[src/rtl/id_decode_stage.sv]
// Instruction-decode stage with ID/EX pipeline register, RAW-hazard stall and valid/ready on both sides.
// Optional ILLEGAL_OP_TRAP_EN adds an illegal_op pulse for accepted unmapped opcodes.
module id_decode_stage #(
  parameter int REG_ADDR_W  = 5,
  parameter int STALL_CNT_W = 16
) (
  input  logic                   clk,
  input  logic                   rst,
  input  logic                   flush,
  input  logic                   in_valid,
  output logic                   in_ready,
  input  logic [31:0]            instr,
  output logic [REG_ADDR_W-1:0]  rf_addr1,
  output logic [REG_ADDR_W-1:0]  rf_addr2,
  input  logic [31:0]            rf_val1,
  input  logic [31:0]            rf_val2,
  input  logic [REG_ADDR_W-1:0]  exe_dest,
  input  logic                   exe_wb_en,
  input  logic [REG_ADDR_W-1:0]  mem_dest,
  input  logic                   mem_wb_en,
  output logic                   out_valid,
  input  logic                   out_ready,
  output logic [3:0]             exe_cmd,
  output logic [31:0]            val1,
  output logic [31:0]            val2,
  output logic [31:0]            st_val,
  output logic [REG_ADDR_W-1:0]  dest,
  output logic                   wb_en,
  output logic                   mem_r,
  output logic                   mem_w,
  output logic [1:0]             br_type,
  output logic [STALL_CNT_W-1:0] stall_cnt
`ifdef ILLEGAL_OP_TRAP_EN
  ,
  output logic                   illegal_op
`endif
);

  localparam int DATA_W = 32;

  localparam logic [5:0] OP_NOP  = 6'd0;
  localparam logic [5:0] OP_ADD  = 6'd1;
  localparam logic [5:0] OP_SUB  = 6'd3;
  localparam logic [5:0] OP_AND  = 6'd5;
  localparam logic [5:0] OP_OR   = 6'd6;
  localparam logic [5:0] OP_NOR  = 6'd7;
  localparam logic [5:0] OP_XOR  = 6'd8;
  localparam logic [5:0] OP_SLL  = 6'd10;
  localparam logic [5:0] OP_SRA  = 6'd11;
  localparam logic [5:0] OP_SRL  = 6'd12;
  localparam logic [5:0] OP_ADDI = 6'd32;
  localparam logic [5:0] OP_SUBI = 6'd33;
  localparam logic [5:0] OP_LD   = 6'd36;
  localparam logic [5:0] OP_ST   = 6'd37;
  localparam logic [5:0] OP_BEZ  = 6'd40;
  localparam logic [5:0] OP_BNE  = 6'd41;
  localparam logic [5:0] OP_JMP  = 6'd42;

  function automatic logic signed [DATA_W-1:0] sext16(input logic [15:0] imm);
    return {{(DATA_W-16){imm[15]}}, imm};
  endfunction

  function automatic logic [STALL_CNT_W-1:0] sat_inc(input logic [STALL_CNT_W-1:0] c);
    return (&c) ? c : c + STALL_CNT_W'(1);
  endfunction

  function automatic logic raw(input logic [REG_ADDR_W-1:0] src,
                               input logic [REG_ADDR_W-1:0] d_exe, input logic en_exe,
                               input logic [REG_ADDR_W-1:0] d_mem, input logic en_mem,
                               input logic [REG_ADDR_W-1:0] d_id,  input logic en_id);
    return (src != '0) && ((en_exe && src == d_exe) || (en_mem && src == d_mem) ||
                           (en_id && src == d_id));
  endfunction

  logic [5:0]              op_p0;
  logic [REG_ADDR_W-1:0]   dst_p0, src1_p0, src2_p0;
  logic [3:0]              cmd_p0;
  logic                    wb_p0, mr_p0, mw_p0, use1_p0, use2_p0, imm_p0, st_p0;
  logic [1:0]              br_p0;
  logic signed [DATA_W-1:0] val2_p0;
  logic                    hazard_p0, accept_p0;

  logic                    vld_p1, wb_p1, mr_p1, mw_p1;
  logic [3:0]              cmd_p1;
  logic [1:0]              br_p1;
  logic signed [DATA_W-1:0] val1_p1, val2_p1, st_p1;
  logic [REG_ADDR_W-1:0]   dest_p1;
  logic [STALL_CNT_W-1:0]  stall_p1;

  // Stage p0: combinational decode, register read addressing and hazard detection
  assign op_p0   = instr[31:26];
  assign dst_p0  = instr[21 +: REG_ADDR_W];
  assign src1_p0 = instr[16 +: REG_ADDR_W];
  assign src2_p0 = st_p0 ? instr[21 +: REG_ADDR_W] : instr[11 +: REG_ADDR_W];

  always_comb begin
    cmd_p0  = 4'b0000;
    wb_p0   = 1'b0;
    mr_p0   = 1'b0;
    mw_p0   = 1'b0;
    br_p0   = 2'b00;
    use1_p0 = 1'b0;
    use2_p0 = 1'b0;
    imm_p0  = 1'b1;
    st_p0   = 1'b0;
    case (op_p0)
      OP_ADD, OP_SUB, OP_AND, OP_OR, OP_NOR, OP_XOR, OP_SLL, OP_SRA, OP_SRL: begin
        wb_p0   = 1'b1;
        use1_p0 = 1'b1;
        use2_p0 = 1'b1;
        imm_p0  = 1'b0;
        case (op_p0)
          OP_SUB:  cmd_p0 = 4'b0010;
          OP_AND:  cmd_p0 = 4'b0100;
          OP_OR:   cmd_p0 = 4'b0101;
          OP_NOR:  cmd_p0 = 4'b0110;
          OP_XOR:  cmd_p0 = 4'b0111;
          OP_SLL:  cmd_p0 = 4'b1000;
          OP_SRL:  cmd_p0 = 4'b1001;
          OP_SRA:  cmd_p0 = 4'b1010;
          default: cmd_p0 = 4'b0000;
        endcase
      end
      OP_ADDI: begin wb_p0 = 1'b1; use1_p0 = 1'b1; end
      OP_SUBI: begin wb_p0 = 1'b1; use1_p0 = 1'b1; cmd_p0 = 4'b0010; end
      OP_LD:   begin wb_p0 = 1'b1; mr_p0 = 1'b1; use1_p0 = 1'b1; end
      OP_ST:   begin mw_p0 = 1'b1; use1_p0 = 1'b1; use2_p0 = 1'b1; st_p0 = 1'b1; end
      OP_BEZ:  begin br_p0 = 2'b01; use1_p0 = 1'b1; end
      OP_BNE:  begin br_p0 = 2'b10; use1_p0 = 1'b1; use2_p0 = 1'b1; end
      OP_JMP:  br_p0 = 2'b11;
      default: ;
    endcase
  end

  assign rf_addr1  = src1_p0;
  assign rf_addr2  = src2_p0;
  assign val2_p0   = imm_p0 ? sext16(instr[15:0]) : rf_val2;
  assign hazard_p0 =
    (use1_p0 && raw(src1_p0, exe_dest, exe_wb_en, mem_dest, mem_wb_en, dest_p1, wb_p1 & vld_p1)) ||
    (use2_p0 && raw(src2_p0, exe_dest, exe_wb_en, mem_dest, mem_wb_en, dest_p1, wb_p1 & vld_p1));
  assign in_ready  = ~hazard_p0 & ~flush & (~vld_p1 | out_ready);
  assign accept_p0 = in_valid & in_ready;

  // Stage p1: ID/EX register; flush kills only the control bits, data may stay stale
  always_ff @(posedge clk) begin
    if (rst) begin
      vld_p1   <= 1'b0;
      cmd_p1   <= '0;
      val1_p1  <= '0;
      val2_p1  <= '0;
      st_p1    <= '0;
      dest_p1  <= '0;
      wb_p1    <= 1'b0;
      mr_p1    <= 1'b0;
      mw_p1    <= 1'b0;
      br_p1    <= 2'b00;
      stall_p1 <= '0;
    end else begin
      if (flush) begin
        vld_p1 <= 1'b0;
        wb_p1  <= 1'b0;
        mr_p1  <= 1'b0;
        mw_p1  <= 1'b0;
        br_p1  <= 2'b00;
      end else if (accept_p0) begin
        vld_p1  <= 1'b1;
        cmd_p1  <= cmd_p0;
        val1_p1 <= rf_val1;
        val2_p1 <= val2_p0;
        st_p1   <= rf_val2;
        dest_p1 <= dst_p0;
        wb_p1   <= wb_p0;
        mr_p1   <= mr_p0;
        mw_p1   <= mw_p0;
        br_p1   <= br_p0;
      end else if (out_ready) begin
        vld_p1 <= 1'b0;
      end
      if (in_valid && hazard_p0)
        stall_p1 <= sat_inc(stall_p1);
    end
  end

`ifdef ILLEGAL_OP_TRAP_EN
  logic legal_p0, ill_p1;

  assign legal_p0 = op_p0 inside {OP_NOP, OP_ADD, OP_SUB, OP_AND, OP_OR, OP_NOR, OP_XOR,
                                  OP_SLL, OP_SRA, OP_SRL, OP_ADDI, OP_SUBI, OP_LD, OP_ST,
                                  OP_BEZ, OP_BNE, OP_JMP};

  always_ff @(posedge clk) begin
    if (rst) ill_p1 <= 1'b0;
    else     ill_p1 <= accept_p0 & ~legal_p0;
  end

  assign illegal_op = ill_p1;
`endif

  assign out_valid = vld_p1;
  assign exe_cmd   = cmd_p1;
  assign val1      = val1_p1;
  assign val2      = val2_p1;
  assign st_val    = st_p1;
  assign dest      = dest_p1;
  assign wb_en     = wb_p1;
  assign mem_r     = mr_p1;
  assign mem_w     = mw_p1;
  assign br_type   = br_p1;
  assign stall_cnt = stall_p1;

endmodule

[config.mk]
export PLATFORM = sky130hd
export DESIGN_NAME = id_decode_stage
export DESIGN_NICKNAME = d
export VERILOG_FILES = /design/src/rtl/id_decode_stage.sv
export SDC_FILE = /design/constraint.sdc
export NUM_CORES = 1
export LEC_CHECK = 0
export CAP_MARGIN = 20
export CORE_UTILIZATION = 43
export DETAILED_ROUTE_END_ITERATION = 8
export GPL_TIMING_DRIVEN = 0
export HOLD_SLACK_MARGIN = 0.12
export PLACE_DENSITY_LB_ADDON = 0.12
export SYNTH_ARGS = -nofsm -noshare
export SYNTH_HDL_FRONTEND = slang
export SYNTH_SLANG_ARGS = --single-unit
[constraint.sdc]
create_clock -name clk -period 4.07 [get_ports clk]
set_input_delay 0.814 -clock clk [delete_from_list [all_inputs] [get_ports clk]]
set_output_delay 0.814 -clock clk [all_outputs]
set_load 0.05 [all_outputs]
# After elaboration in Yosys (flattened, before gate mapping)
# Memory sizes are Yosys's and may differ from the RTL's.
# Cells that the tools add are included.
classes:
  addsub: 1
  mul: 0
  n_div: 0
  n_lt_le_gt_ge: 0
  n_eq_ne: 22
  shift: 0
  n_mux: 12
  n_bitwise: 9
  n_reduce_logical: 28
ops:
  columns: ["op", "count"]
  rows:
  - ["6-bit == test, second input constant", 7]
  - ["32-bit 2-to-1 mux", 1]
  - ["5-bit == test", 6]
  - ["6-bit by 4-bit == test with 1-bit output, second input constant", 4]
  - ["6-bit by 3-bit == test with 1-bit output, second input constant", 3]
  - ["16-bit by 1-bit adder with 16-bit output, second input constant", 1]
  - ["16-bit AND reduction", 1]
  - ["15-bit OR reduction", 1]
  - ["12-bit OR reduction", 1]
  - ["1-bit logical AND", 11]
  - ["11-bit OR reduction", 1]
  - ["5-bit nonzero test", 2]
  - ["9-bit OR reduction", 1]
  - ["4-bit one-hot mux with 2 select lines", 1]
  - ["1-bit 2-to-1 mux", 7]
  - ["6-bit by 1-bit == test with 1-bit output, second input constant", 1]
  - ["6-bit by 2-bit == test with 1-bit output, second input constant", 1]
  - ["2-bit one-hot mux with 3 select lines", 1]
  - ["1-bit logical OR", 5]
  - ["5-bit 2-to-1 mux", 1]
  - ["1-bit AND", 4]
  - ["4-bit 2-to-1 mux", 1]
  - ["1-bit NOT", 4]
  - ["2-bit AND reduction", 2]
  - ["4 further kinds", 4]
word_totals:
  ff_bits: 127
  latchBits: 0
  ram_bits: 0
  rom_bits: 64
  elab_cells: 84
  n_memories: 1
mem_list:
  columns: ["name", "words", "word_bits", "rd", "rd_clocked_by_memory_dff", "wr", "line_no", "source"]
  rows:
  - ["(name not given)", 16, 4, 1, 0, 0, "112", "case (op_p0)"]

# Logic depth before layout (Yosys ltp)
# Gate-level depths: netlist of run 1.
logic_depth:
  ltp_word: 15
  mapped_depth: 14
  ltp_nobuf: 10

# Least setup slack after synthesis of run 1
# Ideal clock, no wire load.
synth_path:
  kind: "input port to output port"
  start: "in instr[26]"
  end: "out in_ready"
  arrival_time_ps: 3623
  required_ps: 3256
  setup_slack_ps: -367
  path_stages: 8
  path_buffers: 0
  path_cell_list: "inv_1 -> ha_1 -> a2111oi_0 -> or4_1 -> a21boi_0 -> a311o_1 -> o31ai_4 -> nor4_1"
synth_between:
  elab_chain_cells: 13
  elab_cells_between_ends: 37
synth_rtl:
  columns: ["item", "line_no", "source"]
  rows:
  - ["start, declared", "12", "input logic [31:0] instr,"]
  - ["6-bit == test", "106", "case (op_p0)"]
  - ["1-bit 2-to-1 mux", "106", null]
  - ["5-bit 2-to-1 mux", "94", "assign src2_p0 = st_p0 ? instr[21 +: REG_ADDR_W] : instr[11 +: REG_ADDR_W];"]
  - ["5-bit == test", "71", "return (src != '0) && ((en_exe && src == d_exe) || (en_mem && src == d_mem) ||"]
  - ["1-bit logical AND", "71", null]
  - ["1-bit logical OR (2 in a row)", "71", null]
  - ["1-bit logical AND", "71", null]
  - ["1-bit logical AND", "140", "(use2_p0 && raw(src2_p0, exe_dest, exe_wb_en, mem_dest, mem_wb_en, dest_p1, wb_p1 & vld_p1));"]
  - ["1-bit logical OR (*)", "139", "(use1_p0 && raw(src1_p0, exe_dest, exe_wb_en, mem_dest, mem_wb_en, dest_p1, wb_p1 & vld_p1)) ||"]
  - ["1-bit NOT (*)", "141", "assign in_ready = ~hazard_p0 & ~flush & (~vld_p1 | out_ready);"]
  - ["1-bit AND (*) (2 in a row)", "141", null]
  - ["end, declared", "11", "output logic in_ready,"]
# Every way passes the cells marked *; elsewhere a longest branch is shown, timed or not.

# Worst setup path in the final report of run 1
layout_path:
  start: "in instr[27]"
  end: "out in_ready"
# Same word-level chain as after synthesis.

==> out/results.ini, run 1 <==
[status]
run_status = complete, no violations

[job]
max-cap-violations = 0

[sta]
final-setup-viol-count = 0
portion_of_the_clock_cycle_consumed_by_the_worst_path_in_the_final_layout_pct = 98.8
max-slew-margin-rel_pct = 51.3
setup_repair_after_global_routing_missed_its_margin = true
final_max_slew_viol_count = 0
finClkSkew_ns = 0.00946
worst_slew_pin_slew_ns = 0.730
final_hold_viol_count = 0
fmaxAchievable_ghz = 0.249
period_needed_ns = 4.02

[setup_path]
crit_arrival_ns = 3.21
slowest_stage = sky130_fd_sc_hd__or4_1
highest_cell_delay_on_the_worst_timing_path_ns = 0.54
worst-path-max-fanout = 9
worstPathCellList = dlygate4sd2_1 -> inv_2 -> ha_1 -> buf_4 -> and3b_1 -> or4_1 -> a221o_1 -> o31ai_4 -> nor4_2 -> buf_4
worstPathRequired_ns = 3.26
crit_type = primary input to output port
worst_path_most_repeated_cell = sky130_fd_sc_hd__buf_4
critical-path-top-delay-family = simple AND/OR/NAND/NOR gates
worst-path-buf-inv = 4
timing.critical_path.from_type = primary input
setup.worst_path.end_class = output port

[worst_hold_path]
hp-class = register to register

[power_and_ir_drop]
pwr_density_cell_nw_per_um2 = 387
comb_power_share_pct = 21.5
netSwitchingPower_w = 0.00106
total_leakage_power_nw = 3.40
power_frac_clock_pct = 41.3
power.share.switching_pct = 29.5
power_report.internal_total_w = 0.00254
irDropWorstVdd_mv = 0.331
seq_power_share_pct = 37.2

[finish]
sequential_cell_area_um2 = 2540
final.fill_count = 1111
layout.nets = 1062
finalCoreUtilization_pct = 69.2
num_antenna_cells = 0
post_route_cells_drive_above_1_share_pct = 7.64
multiInputGateArea_um2 = 3200
area_growth_pct = 54.8
stdcell_area_um2 = 9310

[synth]
postSynthAreaPerCell_um2 = 8.86
yosys.cell_types.count = 57
synthArstFlopShare_pct = 0
synthesis.instances = 679
ys_seq_area_share_pct = 42.3
cells_taking_the_most_area_after_synthesis = sky130_fd_sc_hd__dfxtp_1, sky130_fd_sc_hd__mux2i_1, sky130_fd_sc_hd__nor2_1, sky130_fd_sc_hd__a211oi_1, sky130_fd_sc_hd__a21oi_1
synth_ff_type = sky130_fd_sc_hd__dfxtp_1
synth.largest_area_cell = sky130_fd_sc_hd__dfxtp_1
synth.net_count = 798
synth.cells.most_frequent = sky130_fd_sc_hd__dfxtp_1, sky130_fd_sc_hd__nor2_1, sky130_fd_sc_hd__mux2i_1
mappedNetlistArea_um2 = 6010
synth.most_common_cell = sky130_fd_sc_hd__dfxtp_1
ys_ff_latch = 127
synthDominantCellAreaShare_pct = 42.3
yosys_warning_total = 0
post_synth_edffs = 0

[clock_tree]
cts_tree = built
worst_skew_pair.late_latency_ns = 0.43
htree_levels = 4
clkTransAtPathRegs_ns = 0.05
clk_path_buf_depth = 2
cts.hold.buffers_added = 0
clock_sink_count = 127
cts-root-buf = sky130_fd_sc_hd__clkbuf_16
cts-buffers-inserted = 17

[routing]
avgViaCountPerCell = 5.36
via_count = 6068
firstDrtPassIters = 5
drt_iter0_markers = 412
routed_wl_um = 19400
wl_per_cell_um = 17.2
drt_drc_violations_left = 0
detail-route-antenna-nets = 0

[global_routing]
via_count_of_the_first_global_routing_pass = 6040
grt_pass1_wl_um = 31000
grt_overflow_total = 0
antenna_found_initial = 0
grt_util_all_layers_pct = 27.4
grt_max_degree = 17

[floorplan]
placement_rows = 42
fp.dieW_um = 120
start_util_pct = 44.7
core_box_area_um2 = 13500
die-height_um = 120
io_pins = 251
die_area_um2 = 14500

[place]
portBuffers = 243
placedInstanceArea_um2 = 8670
dpl.hpwl_um = 14600
routability_driven_placement_congestion_ratio = 0.886

-- layout by cell type (no fill, tap or decap), drive strengths merged, types with 5 or more instances in the layout --
cell,Yosys,layout
clkdlybuf4s50,0,238
clkbuf,36,58
mux2i,85,85
ha,6,6
nand4,7,7
or3,9,9
o31ai,5,5
xnor2,11,11
nand3,18,18
nor3,10,10
inv,16,16
a211oi,35,35
or4,6,6
clkinv,0,5
buf,20,22
xor2,19,19
nand2,25,25
dfxtp,127,127
nor2b,5,5
nor2,123,123
nor4,12,12
o21ai,19,19
a21oi,38,38
-- path summary, 6_finish.rpt --
| check | to | depth (start not counted) | from | slack [ns] |
|---|---|---|---|---|
| worst max-delay path | in_ready | 10 | instr[27] | 0.05 |
| worst min-delay path | mem_r | 2 | mem_r | 0.46 |
| worst max register to register | val2[18] | 11 | dest[4] | 1.19 |
| worst min register to register | mem_r | 2 | mem_r | 0.46 |
-- tightest hold or removal path: cells and delay by family, from the launching register on --
kind	cells	cell delay (ns)
AOI/OAI and AO/OA	1	0.06
DFF	1	0.30
and+or+nand+nor	1	0.05
-- cell type report --
cell class | count | area share [%]
buffer | 56 | 2.86
clock buffer | 21 | 4.95
clock inverter | 11 | 1.24
inverter | 16 | 0.645
multi-input combinational | 480 | 34.3
sequential | 127 | 27.3
tap | 176 | 2.37
timing repair buffer | 245 | 26.3
-- what timing repair did --
| action | 4_1_cts | 5_1_grt |
|---|---|---|
| setup endpoints to repair | 85 | 60 |
| pin swaps | 4 | 1 |
| setup buffers | 2 | 0 |
| resized for setup | 20 | 10 |
-- metal layers --
| layer | GRT usage, % | wire length, um | vias up |
|---|---|---|---|
| li1 | - | - | 2931 |
| met4 | 11.7 | 443 | 0 |
| met5 | 0 | 0 | - |
| met3 | 8.35 | 1440 | 35 |
| met2 | 45.6 | 9560 | 215 |
| met1 | 32.6 | 8010 | 2887 |
-- power groups by stage --
stage / clock, W / sequential [W] / combinational, W
global placement: 0 / 0.00136 / 0.000754
floorplan: 0 / 0.00156 / 0.000249
global route: 0.00156 / 0.00135 / 0.000819
finish: 0.00149 / 0.00134 / 0.000774
CTS: 0.00150 / 0.00134 / 0.000773
detailed placement: 0 / 0.00136 / 0.000768
-- state kept, by name (all words and copies together), names as in the netlist --
register	flops
out_valid	1
br_type	2
val2	32
mem_w	1
st_val	32
stall_cnt	16
wb_en	1
exe_cmd	4
mem_r	1
val1	32
dest	5
-- stage by stage --
stage | TNS [ns] | hold WS [ns] | setup slack, ns | std cells | power [W]
6_report | 0 | 0.456 | 0.0483 | 1132 | 0.00360
3_3_place_gp | -60.08 | 0.445 | -0.800 | 1098 | 0.00211
3_5_place_dp | -65.34 | 0.456 | -0.830 | 1098 | 0.00213
4_1_cts | 0 | 0.462 | 0.0427 | 1132 | 0.00362
5_1_grt | -0.0321 | 0.477 | -0.0321 | 1132 | 0.00372
2_1_floorplan | 0 | 0.670 | 0.226 | 679 | 0.00181
-- logic make-up after synthesis --
logic type,Yosys count,synth area share [%]
AND/OR/NAND/NOR,234,18.4
flip-flops,127,42.3
AO/OA/AOI/OAI,121,13.7
multiplexers,89,14.9
buffers and inverters,72,5.14
XOR/XNOR,30,4.37
adder cells (fa/ha/maj),6,1.25
Power figures use the tool's default switching activity.
==> inputs of run 2 (changes only) <==
Clock period 4.07 ns to 4.4 ns, I/O delays scaled along.
==> out/results.ini, run 2 (same netlist as run 1, synthesis figures left out) <==
[finish]
area_growth_pct = 54.7
final_cells = 1133
finalCoreUtilization_pct = 69.2
post_route_cells_drive_above_1_share_pct = 7.42
final.fill_count = 1110
layout.nets = 1063
multiInputGateArea_um2 = 3190
final_common_cell = sky130_fd_sc_hd__clkdlybuf4s50_1
sequential_cell_area_um2 = 2540
num_antenna_cells = 0
most_frequent_cells_in_the_layout = sky130_fd_sc_hd__clkdlybuf4s50_1, sky130_fd_sc_hd__dfxtp_1, sky130_fd_sc_hd__nor2_1

[power_and_ir_drop]
power.share.switching_pct = 29.4
power_frac_clock_pct = 41.3
comb_power_share_pct = 21.5
power_report.internal_total_w = 0.00235
total_leakage_power_nw = 3.39
seq_power_share_pct = 37.2
pwr_density_cell_nw_per_um2 = 358
netSwitchingPower_w = 0.000979
irDropWorstVdd_mv = 0.306

[floorplan]
start_util_pct = 44.7
die_area_um2 = 14500
core_box_area_um2 = 13500
fp.dieW_um = 120
die-height_um = 120
placement_rows = 42
io_pins = 251

[setup_path]
timing.critical_path.from_type = primary input
worst-path-max-fanout = 10
worstPathRequired_ns = 3.52
crit_type = primary input to output port
setup.worst_path.end_class = output port
crit_arrival_ns = 3.30

[job]
max-cap-violations = 0

[sta]
worst_slew_pin_slew_ns = 0.730
final-setup-viol-count = 0
min_hold_slack_ns = 0.455
final_max_slew_viol_count = 0
period_needed_ns = 4.18
finClkSkew_ns = 0.0101
max-slew-margin-rel_pct = 51.3
finalSetupTns_ns = 0
portion_of_the_clock_cycle_consumed_by_the_worst_path_in_the_final_layout_pct = 94.9
setup_repair_after_global_routing_missed_its_margin = false
final_hold_viol_count = 0
fmaxAchievable_ghz = 0.239
postLayoutSetupSlackWorst_ns = 0.225

[global_routing]
grt_pass1_wl_um = 31000
antenna_found_initial = 0
grt_overflow_total = 0
via_count_of_the_first_global_routing_pass = 6047
grt_util_all_layers_pct = 27.4
grt_max_degree = 17

[place]
pre_cts_slack_ns = -0.632
portBuffers = 243
dpl.hpwl_um = 14600
place.detailed.instances = 1098
routability_driven_placement_congestion_ratio = 0.886

[status]
run_status = complete, no violations

[routing]
firstDrtPassIters = 6
detail-route-antenna-nets = 0
drt_drc_violations_left = 0
avgViaCountPerCell = 5.37
routed_wl_um = 19400
drt_iter0_markers = 452
via_count = 6087
wl_per_cell_um = 17.2

[clock_tree]
clock_sink_count = 127
cts_tree = built
cts.hold.buffers_added = 0
clkTransAtPathRegs_ns = 0.05
worst_skew_pair.late_latency_ns = 0.43
clk_path_buf_depth = 2
cts-root-buf = sky130_fd_sc_hd__clkbuf_16
cts-buffers-inserted = 17
htree_levels = 4

[worst_hold_path]
hp-class = register to register

==> run 2: cell count changes in the layout (fill, tap and decap cells not counted) <==
| cell | delta |
|---|---|
| sky130_fd_sc_hd__buf_4 | -4 |
| sky130_fd_sc_hd__buf_2 | +3 |
| sky130_fd_sc_hd__clkbuf_1 | +2 |
| sky130_fd_sc_hd__clkbuf_2 | -2 |
| sky130_fd_sc_hd__clkbuf_4 | +2 |
| sky130_fd_sc_hd__clkdlybuf4s50_1 | +2 |
| sky130_fd_sc_hd__dlygate4sd2_1 | -2 |
| sky130_fd_sc_hd__or4_1 | +1 |
| sky130_fd_sc_hd__or4_4 | -1 |
==> run 2: final timing paths <==
kind / cells past startpoint / to / from / slack (ns)
hold / removal: 2 / mem_r / mem_r / 0.46
hold reg to reg: 2 / mem_r / mem_r / 0.46
setup / recovery: 9 / in_ready / instr[30] / 0.22
setup reg to reg: 12 / st_val[12] / dest[4] / 1.39
==> run 2: metal layers <==
layer | share of wire [%] | wire [um] | GRT usage [%] | vias up
met2 | 49 | 9600 | 45.7 | 223
met4 | 2.3 | 443 | 11.7 | 0
met1 | 41 | 7890 | 32.5 | 2892
met5 | 0 | 0 | 0 | -
li1 | - | - | - | 2933
met3 | 7.7 | 1500 | 8.35 | 39
==> run 2: critical path: stages <==
cell and delay [ns]:
sky130_fd_sc_hd__clkdlybuf4s50_1 0.53, sky130_fd_sc_hd__nand4bb_1 0.27, sky130_fd_sc_hd__buf_2 0.22, sky130_fd_sc_hd__nor3_1 0.23
sky130_fd_sc_hd__nor4_1 0.10, sky130_fd_sc_hd__or4_1 0.59, sky130_fd_sc_hd__a21oi_4 0.22, sky130_fd_sc_hd__nor4_2 0.06
sky130_fd_sc_hd__buf_4 0.19
==> run 2: power by group through the flow <==
| stage | Combinational [W] | Sequential [W] | Clock (W) |
|---|---|---|---|
| after global routing | 0.000757 | 0.00124 | 0.00144 |
| after detailed placement | 0.000710 | 0.00126 | 0 |
| final | 0.000715 | 0.00124 | 0.00137 |
| after global placement | 0.000697 | 0.00126 | 0 |
| after floorplan | 0.000230 | 0.00145 | 0 |
| after CTS | 0.000715 | 0.00124 | 0.00139 |
==> run 2: cell type report <==
class	instances	area share, %
clock inverter	11	1.24
buffer	56	2.76
multi-input combinational	480	34.3
tap	176	2.37
clock buffer	21	4.95
inverter	16	0.646
timing repair buffer	246	26.4
sequential	127	27.3
==> run 2: repair_timing <==
action                                 4_1_cts  5_1_grt
gates resized for setup                     12        8
endpoints found under the hold margin        0        0
buffers inserted                             2        1
setup endpoints to repair                   15       67
pin swaps                                    3        2
==> run 2: stage by stage <==
stage / power [W] / area (um2)
floorplan: 0.00168 / 6020
global placement: 0.00196 / 8670
detailed placement: 0.00197 / 8670
CTS: 0.00334 / 9280
global route: 0.00344 / 9300
finish: 0.00333 / 9300
